$ cat src/rtl/camera_ray_gen.sv
`default_nettype none
// ----------------------------------------------------------------------------
// camera_ray_gen : raster-order primary ray generator (Q8.24 directions)
// Revision 1.0
// ----------------------------------------------------------------------------
module camera_ray_gen #(
  parameter int IMAGE_WIDTH  = 640,
  parameter int IMAGE_HEIGHT = 480
) (
  input  logic        clk,
  input  logic        rst,
  input  logic        start,
  input  logic [95:0] camera_origin,
  input  logic [95:0] dir_top_left,
  input  logic [95:0] dir_step_x,
  input  logic [95:0] dir_step_y,
  input  logic        stall_source,
  output logic [10:0] image_x,
  output logic [10:0] image_y,
  output logic [95:0] casted_ray_origin,
  output logic [95:0] casted_ray_direction,
  output logic        new_data,
  output logic        busy,
  output logic        frame_done
);

  localparam logic [10:0] X_LAST = 11'(IMAGE_WIDTH - 1);
  localparam logic [10:0] Y_LAST = 11'(IMAGE_HEIGHT - 1);

  typedef enum logic [1:0] {
    IDLE  = 2'd0,
    ISSUE = 2'd1,
    DONE  = 2'd2
  } state_t;

  state_t      state, state_next;
  logic [10:0] x, y;
  logic [95:0] origin, step_x, step_y, row_dir, cur_dir;
  logic [95:0] next_row;
  logic        accept, x_end, y_end;

  // Three independent 32-bit lanes; carries never cross lane boundaries.
  function automatic logic [95:0] lane_add(input logic [95:0] a, input logic [95:0] b);
    logic [95:0] r;
    for (int i = 0; i < 3; i++) begin
      r[i*32 +: 32] = a[i*32 +: 32] + b[i*32 +: 32];
    end
    return r;
  endfunction

  assign accept   = (state == ISSUE) && !stall_source;
  assign x_end    = (x == X_LAST);
  assign y_end    = (y == Y_LAST);
  assign next_row = lane_add(row_dir, step_y);

  always_ff @(posedge clk or posedge rst) begin
    if (rst) state <= IDLE;
    else     state <= state_next;
  end

  always_comb begin
    state_next = state;
    case (state)
      IDLE:    if (start) state_next = ISSUE;
      ISSUE:   if (accept && x_end && y_end) state_next = DONE;
      DONE:    state_next = IDLE;
      default: state_next = IDLE;
    endcase
  end

  always_ff @(posedge clk or posedge rst) begin
    if (rst) begin
      x       <= '0;
      y       <= '0;
      origin  <= '0;
      step_x  <= '0;
      step_y  <= '0;
      row_dir <= '0;
      cur_dir <= '0;
    end else if (state == IDLE && start) begin
      x       <= '0;
      y       <= '0;
      origin  <= camera_origin;
      step_x  <= dir_step_x;
      step_y  <= dir_step_y;
      row_dir <= dir_top_left;
      cur_dir <= dir_top_left;
    end else if (accept) begin
      if (!x_end) begin
        x       <= x + 11'd1;
        cur_dir <= lane_add(cur_dir, step_x);
      end else if (!y_end) begin
        x       <= '0;
        y       <= y + 11'd1;
        row_dir <= next_row;
        cur_dir <= next_row;
      end
    end
  end

  assign image_x              = x;
  assign image_y              = y;
  assign casted_ray_origin    = origin;
  assign casted_ray_direction = cur_dir;
  assign new_data             = accept;
  assign busy                 = (state != IDLE);
  assign frame_done           = (state == DONE);

endmodule
`default_nettype wire

$ cat config.mk
export PLATFORM = sky130hd
export DESIGN_NAME = camera_ray_gen
export DESIGN_NICKNAME = d
export VERILOG_FILES = /design/src/rtl/camera_ray_gen.sv
export SDC_FILE = /design/constraint.sdc
export NUM_CORES = 2
export LEC_CHECK = 0
export CORE_MARGIN = 2
export CORE_UTILIZATION = 33
export DETAILED_ROUTE_END_ITERATION = 12
export GPL_TIMING_DRIVEN = 0
export SYNTH_ARGS = -nofsm -noshare
export SYNTH_HDL_FRONTEND = slang
export SYNTH_SLANG_ARGS = --single-unit
$ cat constraint.sdc
create_clock -name clk -period 46.7 [get_ports clk]
set_input_delay 9.34 -clock clk [delete_from_list [all_inputs] [get_ports clk]]
set_output_delay 9.34 -clock clk [all_outputs]
set_load 0.1 [all_outputs]
After elaboration in Yosys (flattened, before gate mapping)
Cells that the tools add are included.
{ "word_totals": {"register_bits": 504, "output_inout_bits": 217, "word_cells": 54} }
{ "op_classes": {"add_sub_neg": 8, "n_eq_ne": 8, "muxes": 18, "reduce_logical": 12} }
{ "op_table": {"columns": ["cell", "n"], "rows": [
  ["$mux W96", 7],
  ["$add A32 B32 Y32", 6],
  ["$mux W11", 8],
  ["$add A11 B1 Y11 const B", 2],
  ["$eq A11 B10 Y1 const B", 1],
  ["$eq A11 B9 Y1 const B", 1],
  ["$reduce_bool A2 Y1", 3],
  ["$logic_and A1 B1 Y1", 4],
  ["$mux W2", 2],
  ["$ne A2 B1 Y1 const B", 2],
  ["$pmux W2 S2", 1],
  ["$reduce_and A2 Y1", 2],
  ["$ne A3 B2 Y1 const B", 1],
  ["$reduce_and A3 Y1", 1],
  ["$eq A2 B1 Y1 const B", 1],
  ["$eq A2 B2 Y1 const B", 1],
  ["$logic_not A2 Y1", 1],
  ["$ne A2 B2 Y1 const B", 1],
  ["$logic_not A1 Y1", 1]
]} }

Longest topological paths before layout
{ "depth": {"ltp_word": 6, "mapped_depth": 12, "mapped_depth_nobuf": 12} }

Worst setup path after synthesis
No wires, ideal clock.
{ "synth_path": {"path_kind": "input to output", "from": "input port stall_source", "to": "output port new_data", "arrival_ps": 10465, "required_ps": 37360, "path_slack_ps": 26895, "path_stages": 3, "path_buffers": 1, "path_cell_list": "or2_2 clkbuf_1 inv_1"} }
{ "synth_via": {"elab_chain_cells": 2} }
{ "synth_lines": {"columns": ["element", "line_no", "source"], "rows": [
  ["from (decl)", "17", "input logic stall_source,"],
  ["$logic_not A1 Y1", "51", "assign accept = (state == ISSUE) && !stall_source;"],
  ["$logic_and A1 B1 Y1", "51", null],
  ["to (decl)", "22", "output logic new_data,"]
]} }
No other way between the ends.

Worst setup path in the final report
Same ends and word-level chain as after synthesis.

==> results.toml <==
[run_status]
outcome = "complete, no violations"

[logic_synthesis]
synth.avg_cell_area_um2 = 8.28
async_flop_share = 1.00
synthCells = 3595
ys_seq_area_frac = 0.424
ys_ff_latch = 504
ys_types = 81
synth_edf_count = 0
synth_area_um2 = 29800
yosys_warnings = 0
ys.flop_type = "dfrtp_1"
synth_nets = 4177

[power_and_ir_drop]
total_power_mw = 3.73
ir_worst_vdd_uv = 71.7
p_leak_nw = 17.9
p_per_area_nw_per_um2 = 94.7

[worst_setup_path]
cpMaxStageDelayCell = "clkdlybuf4s50_1"
crit_type = "in -> out"
rr_startpoint = "image_x[0]$_DFFE_PP0P_"
r2r-end = "casted_ray_direction[7]$_DFFE_PP0P_"
crit_chain = "clkdlybuf4s50_1, or2_2, clkbuf_1, inv_1, clkdlybuf4s50_1"
crit_buf_inv = 4
crit_path_start_kind = "input port"
rr_worst_depth = 9
worst-path-max-fanout = 10
critPathTopFamily = "buffers and inverters"
critPathRequiredTime_ps = 37360
r2r_slack_ps = 42060
critPathArrivalTime_ps = 11850
cpPeakStageDelay_ps = 1200
end_kind = "primary output"
cpMostUsedCell = "clkdlybuf4s50_1"

[layout]
final_core_util = 0.439
final_net_count = 4848
fill_cells = 9025
drive_above_1_share = 0.0320
area_delta_synth_final_pct = 32.5

[clock_tree]
cts_max_level = 2
post_cts_buffers = 0
cts_buffers = 60
cts.sinks = 504
cts_tree = "done"
cts_resized = 0
worstSkewPairLatency_ps = 660
cts-root-buf = "clkbuf_16"
cts_max_path_buffers = 3
clk_pin_slew_worst_paths_ps = 60
ctsHoldBuffers = 0

[detailed_routing]
drt-total-wl_mm = 139
via_per_inst = 5.43
drtIter0Drc = 2850
ant_nets = 0
vias = 29800
drt_drc_violations_left = 0
wire_per_inst_um = 25.3
firstDrtPassIters = 7

[sta]
holdWs_ps = 470
fin_crit_ps = 21190
max_slew.worst_pin.slew_ps = 1410
fin_ws_ps = 25510
period_share = 0.454
setup_viol = 0
hold_violations = 0
rsz0062_at_grt = "no"
drv_slew = 0
fmax_mhz = 47.2
relSlewSlack = 0.0589
finalClockSkew_ps = 39.9
fin_setup_tns_ps = 0

[worst_hold_path]
hold_end = "casted_ray_origin[92]$_DFFE_PP0P_"
hold_path_depth = 2
hold_class = "reg -> reg"
worstHoldStart = "casted_ray_origin[92]$_DFFE_PP0P_"

[floorplan]
coreArea_um2 = 89700
placementRows = 110
die_height_um = 304
dieArea_um2 = 92600
pin_count = 605
die_w_um = 304
start_util = 0.332

[placed_design]
pre_cts_slack_ps = 25540
gp_congestion = 0.953
place.detailed.hpwl_mm = 106
portBuffers = 604

[flow_run]
drv_cap = 0

[global_routing]
grt_use_total = 0.291
grt_pass1_vias = 29100
grt_overflow_total = 0
grt_first_pass_wirelength_mm = 198
antenna_found_initial = 20
grt_max_degree = 118
-- metal layers --
metal	vias to the layer above	routed length, µm	GRT usage
li1	13800	-	-
met1	14300	53300	0.352
met2	1459	65800	0.492
met3	309	12200	0.0667
met4	20	7410	0.137
met5	-	130	0
-- cell families (layout without fill, tap and decap cells) --
| kind of cell | after synthesis | after routing | synth area share |
|---|---|---|---|
| DFF | 504 | 504 | 0.424 |
| AOI/OAI and AO/OA | 879 | 879 | 0.185 |
| muxes | 34 | 34 | 0.0114 |
| buffers and inverters | 215 | 935 | 0.0274 |
| adders and majority gates | 194 | 194 | 0.0831 |
| xor gates and xnor gates | 182 | 182 | 0.0536 |
| other | 0 | 7 | 0 |
| and+or+nand+nor | 1587 | 1587 | 0.216 |
-- worst reg2reg max path, stage by stage (launching register included) --
cell and delay [ps]:
dfrtp_1 430, ha_1 200, and3_1 200, and4_1 300, nand3_1 350, o21ai_1 630, clkbuf_1 920, buf_1 1110
a21oi_1 190, a21oi_1 220
-- synthesized netlist by cell type (all sizes together), types with 31 or more instances --
cell type     n  area share
a21oi       267       0.045
mux2i        34       0.011
o21bai       31      0.0078
xor2         70       0.021
a21o         86       0.022
clkbuf      155       0.020
nor2        224       0.028
inv          41      0.0052
nand3        47      0.0079
nor3         49      0.0082
ha          188       0.079
dfrtp       504        0.42
o21ai       221       0.037
a211oi       35      0.0090
nand2      1139        0.14
xnor2       112       0.033
a31oi        48       0.010
o21a         31      0.0079
-- power by group --
part	leakage, nW	internal [mW]	switching, mW
logic	10.8	0.802	1.62
clock network	0.984	0.281	0.204
registers	6.12	0.637	0.194
-- state kept, by name (all words and copies together), names as in the netlist --
register and flops:
step_x 96, image_y 11, image_x 11, casted_ray_origin 96, casted_ray_direction 96, row_dir 96
step_y 96, state 2
-- stage by stage --
step | std cells | instance area [µm²]
after floorplan | 3595 | 29800
after global placement | 5375 | 37300
after detailed placement | 5380 | 37400
after CTS | 5491 | 39400
after global routing | 5491 | 39400
final | 5498 | 39400
-- layout make-up --
type,instances,area (µm²),area share
Clock buffer,84,1700,0.0432
Tap cell,1176,1470,0.0373
Multi-Input combinational cell,2876,16300,0.414
Sequential cell,504,12600,0.320
Antenna cell,7,17.5,0.000444
Inverter,41,161,0.00409
Timing Repair Buffer,609,6170,0.157
Clock inverter,27,290,0.00736
Buffer,174,664,0.0169
-- layout by cell type (no fill, tap or decap), types with 9 or more instances in the layout --
cell type / n
and3_1: 21
nor3_1: 49
o21a_1: 30
o211ai_1: 23
o21ai_1: 27
ha_1: 188
a21oi_1: 267
o31ai_1: 12
nor2b_1: 14
o21bai_1: 31
nor2_1: 222
nand3_1: 47
buf_1: 13
a221oi_1: 13
a211oi_1: 34
o21ai_0: 192
clkinv_2: 15
or3_1: 16
xor2_1: 70
o22ai_1: 24
nand2b_1: 10
mux2i_1: 34
nand4_1: 28
dfrtp_1: 504
nand2_1: 1139
clkbuf_16: 60
a31oi_1: 47
clkdlybuf4s50_1: 604
inv_1: 40
and2_1: 9
clkbuf_1: 165
clkbuf_8: 11
xnor2_1: 112
a21o_1: 86
-- worst max path at each step --
| stage | startpoint | cells past startpoint | slack (ps) | endpoint |
|---|---|---|---|---|
| 2_1_floorplan | rst | 1 | 23290 | casted_ray_direction[0]$_DFFE_PP0P_ |
| 3_3_place_gp | rst | 2 | 16040 | step_y[1]$_DFFE_PP0P_ |
| 3_5_place_dp | stall_source | 5 | 25540 | new_data |
| 4_1_cts | stall_source | 5 | 25540 | new_data |
| 5_1_grt | stall_source | 5 | 25440 | new_data |
| 6_report | stall_source | 5 | 25510 | new_data |
Note: power is estimated with default switching activity, not from simulation.
